<file path="src/rtl/button_conditioner.sv">
// Multi-channel push-button conditioner: 2-flop synchroniser, stability-counter debounce,
// press/release pulses and an optional long-press pulse (enabled by BUTTON_COND_HOLD_EN).
module button_conditioner #(
    parameter int unsigned     N_CH          = 4,
    parameter int unsigned     STABLE_CYCLES = 500000,
    parameter longint unsigned HOLD_CYCLES   = 64'd100000000
) (
    input  logic            clk,
    input  logic            arst_i,
    input  logic [N_CH-1:0] btn_i,
    output logic [N_CH-1:0] level_o,
    output logic [N_CH-1:0] rise_o,
    output logic [N_CH-1:0] fall_o,
    output logic [N_CH-1:0] hold_o
);

    localparam int unsigned    CW       = $clog2(STABLE_CYCLES + 1);
    localparam logic [CW-1:0]  CNT_LAST = CW'(STABLE_CYCLES - 1);

    if (N_CH < 1 || STABLE_CYCLES < 1 || STABLE_CYCLES > 32'd16777216 ||
        HOLD_CYCLES < 1 || HOLD_CYCLES > 64'd4294967296) begin : g_bad_params
        $error("button_conditioner: parameter out of range");
    end

`ifdef BUTTON_COND_HOLD_EN
    localparam int unsigned    HW        = $clog2(HOLD_CYCLES + 1);
    localparam logic [HW-1:0]  HOLD_LAST = HW'(HOLD_CYCLES - 1);
    localparam logic [HW-1:0]  HOLD_MAX  = HW'(HOLD_CYCLES);
`endif

    for (genvar ch = 0; ch < N_CH; ch++) begin : g_ch
        logic [1:0]    sync;
        logic [CW-1:0] cnt;
        logic          level;
        logic          rise;
        logic          fall;

        always_ff @(posedge clk or posedge arst_i) begin
            if (arst_i) begin
                sync <= '0;
            end else begin
                sync <= {sync[0], btn_i[ch]};
            end
        end

        // Any return of sync[1] to the accepted level restarts the count.
        always_ff @(posedge clk or posedge arst_i) begin
            if (arst_i) begin
                cnt   <= '0;
                level <= 1'b0;
                rise  <= 1'b0;
                fall  <= 1'b0;
            end else begin
                rise <= 1'b0;
                fall <= 1'b0;
                if (sync[1] == level) begin
                    cnt <= '0;
                end else if (cnt == CNT_LAST) begin
                    cnt   <= '0;
                    level <= sync[1];
                    rise  <= sync[1];
                    fall  <= ~sync[1];
                end else begin
                    cnt <= cnt + CW'(1);
                end
            end
        end

        assign level_o[ch] = level;
        assign rise_o[ch]  = rise;
        assign fall_o[ch]  = fall;

`ifdef BUTTON_COND_HOLD_EN
        logic [HW-1:0] hcnt;
        logic          hold;

        // Saturating at HOLD_CYCLES keeps the HOLD_LAST match to a single pulse per press.
        always_ff @(posedge clk or posedge arst_i) begin
            if (arst_i) begin
                hcnt <= '0;
                hold <= 1'b0;
            end else begin
                hold <= level && (hcnt == HOLD_LAST);
                if (!level) begin
                    hcnt <= '0;
                end else if (hcnt != HOLD_MAX) begin
                    hcnt <= hcnt + HW'(1);
                end
            end
        end

        assign hold_o[ch] = hold;
`else
        assign hold_o[ch] = 1'b0;
`endif
    end

endmodule

</file>
<file path="config.mk">
export PLATFORM = sky130hd
export DESIGN_NAME = button_conditioner
export DESIGN_NICKNAME = d
export VERILOG_FILES = /design/src/rtl/button_conditioner.sv
export SDC_FILE = /design/constraint.sdc
export NUM_CORES = 1
export LEC_CHECK = 0
export BUFFER_PORTS_ARGS = -buffer_cell sky130_fd_sc_hd__buf_2
export CORE_MARGIN = 2
export CORE_UTILIZATION = 49
export CTS_BUF_LIST = sky130_fd_sc_hd__clkbuf_4 sky130_fd_sc_hd__clkbuf_8
export DETAILED_ROUTE_END_ITERATION = 16
export GPL_TIMING_DRIVEN = 0
export PLACE_DENSITY = 0.72
export SLEW_MARGIN = 20
export SYNTH_ARGS = -nofsm -noshare
export SYNTH_HDL_FRONTEND = slang
export SYNTH_SLANG_ARGS = --single-unit
</file>
<file path="constraint.sdc">
create_clock -name clk -period 3.9 [get_ports clk]
set_input_delay 0.195 -clock clk [delete_from_list [all_inputs] [get_ports clk]]
set_output_delay 0.195 -clock clk [all_outputs]
set_load 0.02 [all_outputs]
</file>
Yosys cells after proc, flatten, opt, wreduce, memory -nomap -nowiden

Cells that the tools add are included.

Add/subtract/negate cells: 4
$mul: 0
Div/mod/pow operators: 0
$lt $le $gt $ge: 0
Eq/ne operators: 8
Shift-type cells: 0
Muxes and demuxes: 24
Bitwise logic cells: 8
Reduce and logical (&&, ||, !) cells: 4

Operators by type and width:

| kind                                           | number |
|---|---|
| 2-to-1 mux 19 bit                              | 8 |
| adder 19 x 1 -> 19 bit (second input constant) | 4 |
| equality test 19 bit (second input constant)   | 4 |
| 2-to-1 mux 1 bit                               | 16 |
| inverter 1 bit                                 | 8 |
| AND reduction 2 bit                            | 4 |
| equality test 1 bit                            | 4 |

Register bits: 96
Latch bits: 0
Bits in writable memories: 0
ROM bits: 0
Bits of input ports: 6
Word-level logic and storage cells: 68
Memories: 0

Depth between registers and ports, before layout

Gate-level depths: netlist of run 1.

Depth in word-level cells: 3
Mapped depth: 7
Mapped depth without buffers: 5

Worst setup path before layout of run 1

OpenSTA, ideal clock, no wires.

Path kind: reg2reg
Start point: register g_ch[2].cnt[0]
End point: register g_ch[2].cnt[10]
Library setup time: 0.122 ns
Arrival time: 1.902 ns
Slack: 1.876 ns
Cell stages (with the launch flop): 8
Period minus slack after synthesis: 2.024 ns
Cell sequence: dfrtp_1 > ha_1 > and4_1 > clkbuf_1 > nand3_1 > o31ai_1 > buf_2 > nor2_1

Cells in the longest elaborated chain, start to end: 3

RTL lines:

| item                                                                  | RTL line | text |
|---|---|---|
| from (decl)                                                           | 33       | `logic [CW-1:0] cnt;` |
| from (signal assigned)                                                | 64       | `cnt <= cnt + CW'(1);` |
| adder 19 x 1 -> 19 bit / equality test 19 bit (equally long branches) | 64, 58   |  |
| 2-to-1 mux 19 bit (*)                                                 | 58       | `end else if (cnt == CNT_LAST) begin` |
| 2-to-1 mux 19 bit (*)                                                 | 56       | `if (sync[1] == level) begin` |

Mark *: on every way between the ends. The rest lies on a longest branch, timed or not.
A chain may end at the register's enable or synchronous reset.

Worst setup path after layout of run 1

Start point: register g_ch[2].cnt[0]
End point: register g_ch[2].cnt[11]

Same word-level chain as after synthesis.

==> reports/metrics.yaml, run 1 <==
holdWs_ns: 0.334
initial_core_util: 0.501
ctsHtreeMaxLevel: 3
max_freq_ghz: 0.402
rsz0062_at_grt: "no"
ys_seq_area_frac: 0.524
track_usage: 0.181
row_count: 35
root_buffer: "clkbuf_8"
gr-total-overflow: 0
cts_tree: "yes"
crit_type: "reg -> reg"
clk_pin_slew_worst_paths_ns: 0.09
synth_common_cells: "dfrtp_1, nor2_1, xnor2_1"
setup_viol: 0
outcome: "finished, final reports clean"
clock-sinks: 96
cts_setup_buffers: 0
tightestPinTransition_ns: 0.904
min_path_type: "in -> async"
synth.avg_cell_area_um2: 10.3
slew_headroom: 0.392
synth-async-reset-ratio: 1.00
gp_congestion: 0.892
clk_latency_ns: 0.35
cap_violations: 0
dpl.hpwl_um: 5900
vias: 3381
r2r_start: "g_ch[2].cnt[0]"
routedWlPerCell_um: 14.2
powerDensity_nw_per_um2: 335
ctsLongestPathBuffers: 2
synth_most_common_cell: "dfrtp_1"
layout_min_cycle_time_ns: 2.48
cp_max_fo: 10
worstPathArrival_ns: 2.73
synth_top_area_frac: 0.524
insertedDiodeCount: 0
ant_nets: 0
yosysWarnings: 0
drive_above_1_share: 0.138
synth.area.top_cells: "dfrtp_1, xnor2_1, xor2_1"
synthCells: 445
fin_crit_sh: 0.637
ys_ff_latch: 96
vias_per_cell: 5.66
syn-cell-area_um2: 4590
hold_viol_final: 0
ff2ff_path_depth: 7
ir_drop_mv: 0.164
reg2reg_to: "g_ch[2].cnt[11]"
numCtsBuffers: 9
drc: 0
finalNetCount: 492
fill_cells: 814
drtIter0Drc: 92
antenna_found_initial: 0
grt_max_degree: 71
syn_to_final_growth_pct: 10.9
finalSetupTns_ns: 0
ff2ff_setup_slack_ns: 1.42
synth_ff_type: "dfrtp_1"
wirelength_um: 8450
io-pin-count: 22
coreArea_um2: 9150
required_ns: 4.15
firstDrtPassIters: 5
grt_pass1_wl_um: 14900
synth_edf_count: 0
worst_clock_skew_ns: 0.0115
critPathLaunchType: "flip-flop"
die_area_um2: 10100
die_x_um: 101
cp-end-kind: "flip-flop"
power_leakage_nw: 2.13
ys_types: 41
die_y_um: 101
synth_top_cell_by_area: "dfrtp_1"
grt_pass1_vias: 3397
io_buffers: 17
slew_violations: 0
[sequential cells by signal, indices dropped and copies added, names as in the netlist]
signal      cells
g_ch.cnt       76
g_ch.sync       8
g_ch.fall       4
g_ch.level      4
g_ch.rise       4
[worst max-delay path by stage]
stage,start,to,depth (start not counted)
2_1_floorplan,arst_i,g_ch[0].cnt[0],1
3_3_place_gp,arst_i,g_ch[1].cnt[16],2
3_5_place_dp,g_ch[2].cnt[0],g_ch[2].cnt[10],7
4_1_cts,g_ch[2].cnt[0],g_ch[2].cnt[11],7
5_1_grt,g_ch[2].cnt[0],g_ch[2].cnt[3],7
6_report,g_ch[2].cnt[0],g_ch[2].cnt[11],7
[cell usage in the layout, fill, tap and decap left out, types with 4 or more instances in the layout]
| cell | Yosys | routed |
|---|---|---|
| a21oi_1 | 18 | 18 |
| and2_1 | 5 | 5 |
| and3_1 | 7 | 7 |
| and4_1 | 8 | 8 |
| buf_2 | 4 | 21 |
| buf_4 | 16 | 16 |
| clkbuf_1 | 5 | 5 |
| clkbuf_8 | 0 | 11 |
| conb_1 | 1 | 4 |
| dfrtp_1 | 96 | 96 |
| dlygate4sd3_1 | 0 | 5 |
| ha_1 | 4 | 4 |
| inv_1 | 8 | 7 |
| mux2_2 | 4 | 4 |
| nand2_1 | 22 | 22 |
| nand3_1 | 30 | 30 |
| nand4_1 | 21 | 21 |
| nor2_1 | 53 | 53 |
| nor3_1 | 8 | 8 |
| nor3b_1 | 9 | 9 |
| nor4_1 | 14 | 14 |
| o21ai_0 | 8 | 8 |
| o31ai_1 | 9 | 9 |
| or3_1 | 11 | 11 |
| or4_1 | 9 | 9 |
| xnor2_1 | 31 | 31 |
| xor2_1 | 23 | 23 |
[stage by stage]
stage / cell area (um^2) / setup slack, ns / instances / total power (W) / utilization
finish: 5080 / 1.42 / 597 / 0.00170 / 0.556
global route: 5080 / 1.24 / 597 / 0.00178 / 0.556
CTS: 5080 / 1.46 / 597 / 0.00172 / 0.556
detailed placement: 4850 / 1.47 / 577 / 0.00111 / 0.530
global placement: 4820 / 0.182 / 576 / 0.00111 / 0.527
floorplan: 4600 / 1.20 / 448 / 0.00109 / -
[layout make-up]
type / instances / area (um^2) / area share
timing repair buffer: 23 / 163 / 0.0320
inverter: 8 / 35.0 / 0.00689
multi-input combinational: 319 / 2010 / 0.394
clock buffer: 11 / 151 / 0.0298
buffer: 25 / 159 / 0.0312
clock inverter: 4 / 30.0 / 0.00591
tap: 111 / 139 / 0.0273
sequential: 96 / 2400 / 0.472
[worst max-delay path, stage by stage (launching register included)]
cell	delay (ns)
dfrtp_1	0.41
ha_1	0.23
and4_1	0.21
clkbuf_1	0.24
nand3_1	0.12
o31ai_1	0.75
buf_2	0.35
nor2_1	0.08
[layer usage]
| metal | share of wire | track usage | up-vias |
|---|---|---|---|
| met5 | 0 | 0 | - |
| met4 | 0.015 | 0.0622 | 0 |
| met3 | 0.028 | 0.0333 | 13 |
| met2 | 0.47 | 0.295 | 57 |
| met1 | 0.49 | 0.246 | 1667 |
| li1 | - | - | 1644 |
[power by group]
group          leakage [nW]  switching [W]  internal (W)
Combinational         0.726      0.0000475     0.0000248
Sequential             1.31      0.0000149       0.00101
Clock                0.0914       0.000343      0.000265
[repair_timing]
| action | 4_1_cts | 5_1_grt |
|---|---|---|
| endpoints found under the hold margin | 30 | 0 |
| resized for setup | 0 | 0 |
| hold buffers | 5 | 0 |
| endpoints found under the setup margin | 0 | 0 |
[kinds of logic (layout without fill, tap and decap cells)]
kind of cell             count (synthesis)  count (layout)  share of synthesized area
AO/OA/AOI/OAI                           40              40                     0.0510
XOR/XNOR                                54              54                      0.103
buffers and inverters                   33              71                     0.0412
AND/OR/NAND/NOR                        213             213                      0.259
adder cells (fa/ha/maj)                  4               4                     0.0109
other                                    1               4                   0.000818
multiplexers                             4               4                    0.00982
flip-flops                              96              96                      0.524
Note: power is estimated with default switching activity, not from simulation.
==> run 2, diff against run 1 <==
clock period = 2.37 ns   (was 3.9 ns; I/O delays follow)
==> run 2 against run 1 <==
Effect of this change: wire length increased by 0.80%; combinational power increased by 79%; hold slack improved by 0.0064 ns; final cell count increased by 0.50%; die area unchanged; maximum frequency increased by 15%; global-route usage increased by 0.72 points; final area increased by 2.0%; register-to-register slack got worse by 1.2 ns; largest cell class unchanged.
==> reports/metrics.yaml, run 2 (synthesized netlist as in run 1, its figures left out) <==
tightestPinTransition_ns: 0.621  # -0.283 ns
firstDrtPassIters: 4  # -1
min_path_type: "in -> async"
crit_type: "reg -> reg"
worstPathArrival_ns: 2.42  # -0.31 ns
die_x_um: 101  # unchanged
required_ns: 2.63  # -1.52 ns
drive_above_1_share: 0.147  # +0.00938
gp_congestion: 0.821  # -7.9%
gr-total-overflow: 0  # unchanged
reg2reg_to: "g_ch[0].cnt[12]"
wirelength_um: 8520  # +0.80%
finish.instance_area_um2: 5190  # +2.0%
cts_tree: "yes"
grt_max_degree: 35  # -51%
mostFrequentLayoutCells: "dfrtp_1, nor2_1, xnor2_1"
io_buffers: 17  # unchanged
numCtsBuffers: 9  # unchanged
io-pin-count: 22  # unchanged
critPathLaunchType: "flip-flop"
powerDensity_nw_per_um2: 576  # +72%
cp_max_fo: 10  # unchanged
final_common_cell: "dfrtp_1"
instances_no_fill: 600  # +0.50%
fin_crit_sh: 0.912  # +0.275
coreArea_um2: 9150  # unchanged
holdWs_ns: 0.340  # +0.00642 ns
clk_pin_slew_worst_paths_ns: 0.09  # about the same
slew_violations: 0  # unchanged
grt_pass1_vias: 3383  # -0.41%
drc: 0  # unchanged
layout_min_cycle_time_ns: 2.16  # -0.324 ns
largestRegisters: "g_ch.cnt: 76 flops, g_ch.sync: 8 flops"
ff2ff_setup_slack_ns: 0.21  # -1.21 ns
die_area_um2: 10100  # unchanged
ctsHtreeMaxLevel: 3  # unchanged
setup_viol: 0  # unchanged
root_buffer: "clkbuf_8"
largest_reg_flops: 76  # unchanged
place_inst: 579  # +0.35%
finalNetCount: 494  # +0.41%
power_w: 0.00299  # +75%
ff2ff_path_depth: 6  # -1
clk_latency_ns: 0.37  # +0.02 ns
top_register: "g_ch.cnt"
ir_drop_mv: 0.283  # +72%
vias_per_cell: 5.66  # -0.12%
dpl.hpwl_um: 6050  # +2.6%
routedWlPerCell_um: 14.2  # +0.30%
final_util: 0.567  # +0.0111
grt_pass1_wl_um: 15200  # +2.1%
ant_nets: 0  # unchanged
cp-end-kind: "flip-flop"
drtIter0Drc: 87  # -5.4%
max_freq_ghz: 0.463  # +15%
track_usage: 0.189  # +0.00723
power_leakage_nw: 2.17  # +1.8%
outcome: "finished, final reports clean"
cap_violations: 0  # unchanged
slew_headroom: 0.583  # +0.191
fill_cells: 799  # -1.8%
insertedDiodeCount: 0  # unchanged
antenna_found_initial: 0  # unchanged
die_y_um: 101  # unchanged
r2r_start: "g_ch[0].cnt[11]"
worst_clock_skew_ns: 0.00711  # -0.00438 ns
syn_to_final_growth_pct: 13.1
ctsLongestPathBuffers: 2  # unchanged
vias: 3394  # +0.38%
clock-sinks: 96  # unchanged
initial_core_util: 0.501  # unchanged
hold_viol_final: 0  # unchanged
dpl_cell_area_um2: 4900  # +0.95%
cts_setup_buffers: 0  # unchanged
row_count: 35  # unchanged
## run 2: final cells by class
type | count | area [um^2] | area share
Clock inverter | 7 | 95.1 | 0.0183
Inverter | 8 | 33.8 | 0.00651
Timing Repair Buffer | 25 | 210 | 0.0405
Clock buffer | 9 | 124 | 0.0239
Multi-Input combinational cell | 319 | 2020 | 0.390
Buffer | 25 | 159 | 0.0306
Sequential cell | 96 | 2400 | 0.463
Tap cell | 111 | 139 | 0.0268
## run 2: critical path: stages, from the launching register on
cell,delay [ns]
dfrtp_1,0.43
or4bb_1,0.53
nor4_1,0.38
a21bo_2,0.19
buf_2,0.19
buf_2,0.25
nor2_1,0.08
## run 2: through the flow
step                      setup slack (ns)  TNS, ns
after global placement             -0.0170   -0.135
after CTS                           0.0675        0
final                                0.209        0
after floorplan                      0.346        0
after global routing              -0.00692  -0.0182
after detailed placement           -0.0425   -0.359
## run 2: how the worst max path moves through the flow
stage | to | cells after the start | slack (ns) | start
finish | g_ch[0].cnt[12] | 6 | 0.21 | g_ch[0].cnt[11]
global route | g_ch[1].cnt[7] | 6 | -0.007 | g_ch[1].cnt[0]
CTS | g_ch[1].cnt[10] | 6 | 0.07 | g_ch[1].cnt[0]
detailed placement | g_ch[2].cnt[9] | 7 | -0.04 | g_ch[2].cnt[0]
global placement | g_ch[2].cnt[11] | 7 | -0.02 | g_ch[2].cnt[0]
floorplan | g_ch[2].cnt[10] | 7 | 0.35 | g_ch[2].cnt[0]
## run 2: power by group
part,total (W),switching (W),internal [W],leakage (nW)
clock,0.00117,0.000578,0.000596,0.110
sequential,0.00168,0.0000233,0.00166,1.31
combinational,0.000129,0.0000803,0.0000489,0.747
## run 2: per-layer routing
metal	global-route usage	vias to the layer above	share of wire
li1	-	1648	-
met1	0.238	1663	0.45
met2	0.308	64	0.49
met3	0.0423	19	0.033
met4	0.0917	0	0.024
met5	0	-	0
## run 2: repair_timing
item	4_1_cts	5_1_grt
hold buffers	5	0
hold endpoints to repair	21	0
gates resized for setup	1	2
endpoints found under the setup margin	10	19
pin swaps	0	0
